--- config.mk ---
export PLATFORM = sky130hd
export DESIGN_NAME = ip_hdr_csum_check
export DESIGN_NICKNAME = d
export VERILOG_FILES = /design/src/rtl/ip_hdr_csum_check.sv
export SDC_FILE = /design/constraint.sdc
export NUM_CORES = 1
export LEC_CHECK = 0
export CAP_MARGIN = 40
export CORE_MARGIN = 3
export CORE_UTILIZATION = 60
export DETAILED_ROUTE_END_ITERATION = 10
export DONT_BUFFER_PORTS = 1
export HOLD_SLACK_MARGIN = 0.05
export PLACE_DENSITY = 0.85
export SKIP_CTS_REPAIR_TIMING = 1
export SYNTH_ARGS = -nofsm -noshare
export SYNTH_HDL_FRONTEND = slang
export SYNTH_SLANG_ARGS = --single-unit
--- constraint.sdc ---
create_clock -name CLK_i -period 12.3 [get_ports CLK_i]
set_input_delay 2.46 -clock CLK_i [delete_from_list [all_inputs] [get_ports CLK_i]]
set_output_delay 2.46 -clock CLK_i [all_outputs]
set_load 0.05 [all_outputs]
--- src/rtl/ip_hdr_csum_check.sv ---
// Receive-side IPv4 header checksum verifier.
// Folds the header into a one's-complement sum and reports one verdict per header.
module ip_hdr_csum_check #(
    parameter logic [3:0] MIN_IHL = 4'd5,
    parameter bit         CHK_VER = 1'b1
) (
    input  logic        CLK_i,
    input  logic        reset_i,
    input  logic [7:0]  data_i,
    input  logic        dataen_i,
    input  logic        sop_i,
    output logic        done_o,
    output logic        ok_o,
    output logic        err_hdr_o,
    output logic        err_trunc_o,
    output logic [15:0] csum_o,
    output logic [5:0]  hdr_len_o
);

    typedef enum logic [1:0] {
        IDLE = 2'd0,
        HDR  = 2'd1,
        SKIP = 2'd2
    } state_t;

    state_t      state;
    state_t      state_n;
    logic [15:0] acc;
    logic [5:0]  cnt;
    logic [7:0]  hi;
    logic        pend_hdr;

    logic        start;
    logic        bad0;
    logic        hdr_byte;
    logic        last;
    logic [16:0] s17;
    logic [15:0] fold;

    logic        done_n;
    logic        ok_n;
    logic        err_hdr_n;
    logic        err_trunc_n;
    logic [15:0] csum_n;
    logic        pend_n;

    assign start    = dataen_i & sop_i;
    assign bad0     = (data_i[3:0] < MIN_IHL) ||
                      (CHK_VER && (data_i[7:4] != 4'd4));
    assign hdr_byte = (state == HDR) & dataen_i & ~sop_i;
    assign last     = hdr_byte & cnt[0] & (cnt == (hdr_len_o - 6'd1));
    assign s17      = {1'b0, acc} + {1'b0, hi, data_i};
    // End-around carry; s17 never exceeds 17'h1FFFE so this cannot overflow.
    assign fold     = s17[15:0] + {15'd0, s17[16]};

    always_ff @(posedge CLK_i or posedge reset_i) begin
        if (reset_i) begin
            state <= IDLE;
        end else begin
            state <= state_n;
        end
    end

    always_comb begin
        state_n = state;
        if (start) begin
            state_n = bad0 ? SKIP : HDR;
        end else if (last) begin
            state_n = SKIP;
        end
    end

    // A truncating sop with an illegal byte 0 defers its err_hdr verdict one cycle.
    always_comb begin
        done_n      = 1'b0;
        ok_n        = 1'b0;
        err_hdr_n   = 1'b0;
        err_trunc_n = 1'b0;
        csum_n      = 16'h0000;
        pend_n      = 1'b0;
        if (start && state == HDR) begin
            done_n      = 1'b1;
            err_trunc_n = 1'b1;
            pend_n      = bad0;
        end else if (pend_hdr || (start && bad0)) begin
            done_n    = 1'b1;
            err_hdr_n = 1'b1;
        end else if (last) begin
            done_n = 1'b1;
            ok_n   = (fold == 16'hFFFF);
            csum_n = ~fold;
        end
    end

    always_ff @(posedge CLK_i or posedge reset_i) begin
        if (reset_i) begin
            done_o      <= 1'b0;
            ok_o        <= 1'b0;
            err_hdr_o   <= 1'b0;
            err_trunc_o <= 1'b0;
            csum_o      <= 16'h0000;
            pend_hdr    <= 1'b0;
        end else begin
            done_o      <= done_n;
            ok_o        <= ok_n;
            err_hdr_o   <= err_hdr_n;
            err_trunc_o <= err_trunc_n;
            csum_o      <= csum_n;
            pend_hdr    <= pend_n;
        end
    end

    always_ff @(posedge CLK_i or posedge reset_i) begin
        if (reset_i) begin
            acc       <= 16'h0000;
            cnt       <= 6'd0;
            hi        <= 8'h00;
            hdr_len_o <= 6'd0;
        end else if (start) begin
            acc       <= 16'h0000;
            cnt       <= 6'd1;
            hi        <= data_i;
            hdr_len_o <= {data_i[3:0], 2'b00};
        end else if (hdr_byte) begin
            cnt <= cnt + 6'd1;
            if (cnt[0]) begin
                acc <= fold;
            end else begin
                hi <= data_i;
            end
        end
    end

endmodule

==> impl_metrics.py, run 1 <==
metrics = {
    "sta": {
        "grt_setup_unrepaired": "false",
        "drv_slew": 0,
        "max_freq_mhz": 159,
        "slew_headroom_pct": 39.4,
        "fin_skew_ns": 0.00709,
        "finalSetupViolCount": 0,
        "post-route-period-util_pct": 51.1,
        "tightestPinTransition_ns": 0.907,
        "fin_crit_ns": 6.29,
        "tns_ns": 0,
        "hold_violations": 0,
    },
    "global_routing": {
        "grt_pass1_vias": 2916,
        "grt_antenna_before_repair": 0,
        "use_met2_pct": 44.6,
        "track_usage_pct": 28.9,
        "grt.overflow.total": 0,
        "grt-busiest-layer": "met2",
        "grt.met1_usage_pct": 35.6,
        "grt_start_max_net_pins": 30,
        "grtUsageMet3_pct": 10.7,
        "grt_pass1_wl_um": 14400,
    },
    "logic_synthesis": {
        "syn-cell-area_sq_um": 3510,
        "synth.area.top_cells": "dfrtp_1 41%, ha_1 7.1%, nand2_1 5.0%",
        "yosysWarnings": 0,
        "yosys.area.top_type_share_pct": 40.7,
        "synth_cells": 375,
        "synth-edff-count": 0,
        "synth_flop_cell": "dfrtp_1",
        "synth_top_area_cell": "dfrtp_1",
        "avgSynthCellArea_sq_um": 9.36,
        "ys_ff_latch": 57,
        "seq_area_frac_synth_pct": 40.7,
        "ys_types": 58,
        "async_flop_share_pct": 100,
    },
    "clock_network": {
        "clk_pin_slew_worst_paths_ns": 0.06,
        "clock_sinks": 57,
        "clockRootBuffer": "clkbuf_8",
        "cts_tree": "done",
        "clk_path_buf_depth": 2,
        "clkLatencyLatePin_ns": 0.35,
        "cts_buffers": 9,
        "htreeDepth": 3,
    },
    "final_layout": {
        "n_antenna_cell": 0,
        "utilization_pct": 67.2,
        "drive_above_1_share_pct": 9.52,
        "seqCellArea_sq_um": 1430,
        "n_fill_cell": 425,
        "area_growth_pct": 6.74,
        "multi_input_area_sq_um": 1970,
        "stdcell_count": 450,
        "fin_nets": 406,
    },
    "setup_path": {
        "start_kind": "input pin",
        "cp-end-kind": "flop",
        "cp_max_fo": 6,
        "critPathBufInv": 0,
        "required_ns": 12.59,
        "cp.arrival_ns": 6.58,
        "critPathSlowestCell": "a221oi_1",
        "critical_path_class": "in -> reg",
        "worstPathCellList": "ha_1 > fa_1 > a21o_1 > nand4_1 > a31o_2 > a21oi_1 > a221oi_1 > o21bai_1 > a21o_1 > ha_1 > ha_1 > and2_1 > nor2_1 > nand4_1 > nor3_1 > and4_1 > and4_1 > and4_1 > and4b_1",
        "cp_top_family": "simple AND/OR/NAND/NOR gates",
        "cpPeakStageDelay_ns": 0.46,
    },
    "routing": {
        "drc": 0,
        "drtIter0Drc": 258,
        "avgViaCountPerCell": 6.43,
        "postRouteAntennaNets": 0,
        "wl_per_cell_um": 19.5,
        "wl_um": 8780,
        "firstDrtPassIters": 5,
        "vias": 2895,
    },
    "placed_design": {
        "place_hpwl_um": 6370,
        "dp_cells": 434,
        "portBuffers": 0,
        "place_congestion": 0.925,
    },
    "die": {
        "dieHeight_um": 82.5,
        "rows": 27,
        "boundaryPins": 38,
        "die_area_sq_um": 6800,
        "die_w_um": 82.5,
        "start_util_pct": 62.9,
        "core_sq_um": 5570,
    },
    "run": {
        "cap_violations": 0,
    },
    "min_path": {
        "hold_class": "reg -> reg",
    },
    "pwr": {
        "p_leak_nw": 1.85,
        "p_per_area_nw_per_um2": 120,
        "irDropWorstVdd_v": 0.0000954,
    },
    "run_status": {
        "status": "finished clean",
    },
}
[state kept, by name, summed over array words and instances (netlist names)]
| name | flops |
|---|---|
| err_hdr_o | 1 |
| hi | 8 |
| csum_o | 16 |
| pend_hdr | 1 |
| ok_o | 1 |
| err_trunc_o | 1 |
| hdr_len_o | 4 |
| state | 2 |
| cnt | 6 |
| acc | 16 |
| done_o | 1 |
[path summary, 6_finish.rpt]
path | slack, ns | start | cells after the start | to
setup / recovery | 6.01 | data_i[0] | 19 | ok_o$_DFF_PP0_
hold / removal | 0.50 | acc[4]$_DFFE_PP0P_ | 2 | acc[4]$_DFFE_PP0P_
setup reg to reg | 7.72 | acc[0]$_DFFE_PP0P_ | 19 | ok_o$_DFF_PP0_
hold reg to reg | 0.50 | acc[4]$_DFFE_PP0P_ | 2 | acc[4]$_DFFE_PP0P_
max in group asynchronous | 9.44 | reset_i | 2 | csum_o[6]$_DFF_PP0_
min in group asynchronous | 2.05 | reset_i | 1 | acc[10]$_DFFE_PP0P_
[cells in the final DEF (no fill, tap or decap), types with 3 or more instances in the layout]
master,count
nand2b_1,3
nand3_1,22
a21o_1,10
o31a_1,3
and4_1,4
ha_1,20
and2_1,6
clkbuf_8,10
nand4_1,7
inv_1,11
nor4_1,3
and3_1,7
a21oi_1,15
nor2_1,36
mux2_2,8
nor2b_1,5
xnor2_1,14
a211oi_1,4
dfrtp_1,57
a211oi_2,3
nand2_1,47
xor2_1,12
o21ai_0,15
[area by class of cell]
class,instances,area share [%]
Tap cell,72,2.41
Inverter,12,1.20
Multi-Input combinational cell,291,52.6
Timing Repair Buffer,2,0.501
Sequential cell,57,38.1
Clock buffer,11,3.78
Clock inverter,5,1.47
[cells by family (layout without fill, tap and decap cells)]
family	Yosys count	count (layout)	synth area share (%)
and+or+nand+nor	156	156	22.1
other	1	2	0.107
AOI/OAI and AO/OA	75	75	15.8
muxes	10	10	3.14
buffers and inverters	28	30	3.35
xor gates and xnor gates	27	27	7.13
adders and majority gates	21	21	7.70
DFF	57	57	40.7
[metrics by stage]
step	total power [mW]	setup WS, ns	area [sq um]	hold slack (ns)
finish	0.451	6.01	3740	0.503
detailed placement	0.275	5.79	3550	0.489
global route	0.468	5.63	3740	0.529
CTS	0.451	6.07	3740	0.506
floorplan	0.260	6.26	3510	0.466
global placement	0.272	6.00	3540	0.485
[power breakdown]
group / total [mW] / switching (mW) / internal, mW / leakage (nW)
combinational: 0.0659 / 0.0412 / 0.0247 / 0.991
sequential: 0.207 / 0.0133 / 0.194 / 0.760
clock: 0.178 / 0.0793 / 0.0983 / 0.0953
[synthesized netlist by cell type (all sizes together) (3+ instances only)]
library cell and n:
a21oi 15, and2 6, o21ai 16, mux2 8, nor2 36, inv 12, nand2 48, o31a 3
clkbuf 13, and4 4, dfrtp 57, xor2 12, buf 3, nor4 3, a211oi 7, and3 7
nor2b 5, ha 20, a21o 10, xnor2 14, nand2b 3, nand3 22, nand4 7
[worst min-delay path: stages (launching register included)]
cell	delay, ns
dfrtp_1	0.34
nand3_1	0.06
nand2_1	0.07
[per-layer routing]
| layer | wire, um | vias to the layer above |
|---|---|---|
| met5 | 0 | - |
| met4 | 327 | 0 |
| met3 | 940 | 32 |
| met2 | 4000 | 151 |
| met1 | 3510 | 1364 |
| li1 | - | 1348 |
Power figures use the tool's default switching activity.
==> run 2: changes to the inputs <==
Clock period 12.3 ns to 6.1 ns, I/O delays scaled along.
==> impl_metrics.py, run 2 (synthesis gave the netlist of run 1 again) <==
metrics = {
    "run_status": {
        "status": "finished clean",
    },
    "placed_design": {
        "portBuffers": 0,
        "place_hpwl_um": 6270,
        "place_congestion": 0.931,
        "placed_area_sq_um": 3560,
    },
    "sta": {
        "post-route-period-util_pct": 83.9,
        "tns_ns": 0,
        "fin_skew_ns": 0.00940,
        "fin_crit_ns": 5.12,
        "finalSetupViolCount": 0,
        "drv_slew": 0,
        "slew_headroom_pct": 38.1,
        "max_freq_mhz": 195,
        "grt_setup_unrepaired": "false",
        "hold_violations": 0,
        "tightestPinTransition_ns": 0.926,
    },
    "routing": {
        "wl_per_cell_um": 19.2,
        "drc": 0,
        "vias": 2902,
        "avgViaCountPerCell": 6.45,
        "wl_um": 8630,
        "firstDrtPassIters": 4,
        "postRouteAntennaNets": 0,
        "drtIter0Drc": 262,
    },
    "clock_network": {
        "cts_buffers": 9,
        "clockRootBuffer": "clkbuf_8",
        "htreeDepth": 3,
        "clk_pin_slew_worst_paths_ns": 0.06,
        "cts_tree": "done",
        "clk_path_buf_depth": 2,
        "clock_sinks": 57,
        "clkLatencyLatePin_ns": 0.35,
    },
    "die": {
        "die_w_um": 82.5,
        "start_util_pct": 62.9,
        "rows": 27,
        "core_sq_um": 5570,
        "die_area_sq_um": 6800,
        "boundaryPins": 38,
        "dieHeight_um": 82.5,
    },
    "final_layout": {
        "final_common_cell": "dfrtp_1",
        "top_regs": "acc (16), csum_o (16), hi (8)",
        "drive_above_1_share_pct": 9.79,
        "final_cell_mix": "57 x dfrtp_1, 47 x nand2_1, 36 x nor2_1, 22 x nand3_1, 20 x ha_1",
        "fin_area_sq_um": 3750,
        "n_antenna_cell": 0,
        "area_growth_pct": 6.88,
        "fin_nets": 407,
    },
    "pwr": {
        "clkPwrFrac_pct": 39.0,
        "irDropWorstVdd_v": 0.000220,
        "p_seq_share_pct": 46.3,
        "combPwrFrac_pct": 14.7,
        "switchingPower_mw": 0.264,
        "p_leak_nw": 1.85,
        "p_per_area_nw_per_um2": 240,
        "switching_share_pct": 29.3,
        "intPower_mw": 0.637,
    },
    "global_routing": {
        "grt_antenna_before_repair": 0,
        "track_usage_pct": 28.4,
        "grt_start_max_net_pins": 30,
        "grt_pass1_wl_um": 14300,
        "grt_pass1_vias": 2910,
        "grt.overflow.total": 0,
    },
    "setup_path": {
        "cp-end-kind": "flop",
        "cp_max_fo": 6,
        "reg2reg_depth": 18,
        "required_ns": 6.38,
        "start_kind": "input pin",
        "critPathSlowestCell": "a21oi_1",
        "critical_path_class": "in -> reg",
        "cpPeakStageDelay_ns": 0.39,
        "critPathBufInv": 0,
        "cp_top_family": "simple AND/OR/NAND/NOR gates",
        "reg2reg_to": "ok_o$_DFF_PP0_",
        "reg2reg_from": "acc[0]$_DFFE_PP0P_",
        "r2r_slack_ns": 1.47,
        "cp.arrival_ns": 5.40,
        "worstPathCellList": "ha_1 > fa_1 > a21o_1 > nand4_1 > a31o_2 > a21oi_1 > a221oi_1 > o21bai_1 > a21o_1 > ha_1 > o2111ai_1 > nor4_1 > nand3_1 > nor2_1 > nand4_1 > xnor2_1 > and4_1 > and4b_1",
    },
    "min_path": {
        "min_from": "acc[4]$_DFFE_PP0P_",
        "min_to": "acc[4]$_DFFE_PP0P_",
        "hold_class": "reg -> reg",
        "hold_depth": 2,
    },
    "run": {
        "cap_violations": 0,
    },
}
==> run 2: cell count changes in the layout (fill, tap and decap cells not counted), sizes merged <==
cell      change
buf           +1
clkbuf        -1
clkinv        +1
clkinvlp      -1
==> run 2: how the worst max path moves through the flow <==
stage | from | to | slack (ns) | cells after the start
global route | data_i[0] | ok_o$_DFF_PP0_ | 0.63 | 18
detailed placement | data_i[0] | ok_o$_DFF_PP0_ | 0.82 | 18
CTS | data_i[0] | ok_o$_DFF_PP0_ | 1.08 | 18
global placement | data_i[0] | ok_o$_DFF_PP0_ | 1.05 | 19
finish | data_i[0] | ok_o$_DFF_PP0_ | 0.98 | 18
floorplan | data_i[0] | ok_o$_DFF_PP0_ | 1.30 | 19
==> run 2: final cells by class <==
cell class                      count  area (sq um)
Clock buffer                       10           138
Clock inverter                      5          56.3
Fill cell                         439          1820
Inverter                           12          45.0
Multi-Input combinational cell    291          1970
Sequential cell                    57          1430
Tap cell                           72          90.1
Timing Repair Buffer                3          26.3
==> run 2: worst register-to-register path, delay by kind of cell, from the launching register on <==
kind            cells  cell delay [ns]
simple gates        7             1.60
flops               1             0.36
xor+xnor            1             0.39
fa+ha+maj           3             0.69
compound gates      7             1.51
==> run 2: layer usage <==
metal  share of wire, %  global-route usage, %  vias to the layer above
li1                   -                      -                     1328
met1                 41                   35.8                     1413
met2                 48                   46.6                      141
met3                8.9                   7.81                       20
met4                2.2                   10.3                        0
met5                  0                      0                        -
==> run 2: power groups by stage <==
stage | Clock (mW) | Combinational (mW) | Sequential (mW)
after global placement | 0 | 0.125 | 0.424
after floorplan | 0 | 0.105 | 0.419
after detailed placement | 0 | 0.129 | 0.424
after CTS | 0.354 | 0.130 | 0.417
after global routing | 0.372 | 0.145 | 0.418
final | 0.352 | 0.132 | 0.417
==> run 2: per-stage QoR <==
step                      power, mW  setup slack, ns  std cells  hold slack, ns  util (%)
after CTS                     0.900             1.08        450           0.510      67.3
after global routing          0.935            0.628        450           0.537      67.3
after global placement        0.549             1.05        434           0.485      63.6
after floorplan               0.525             1.30        376           0.466         -
final                         0.901            0.983        450           0.507      67.3
after detailed placement      0.553            0.817        435           0.489      63.8
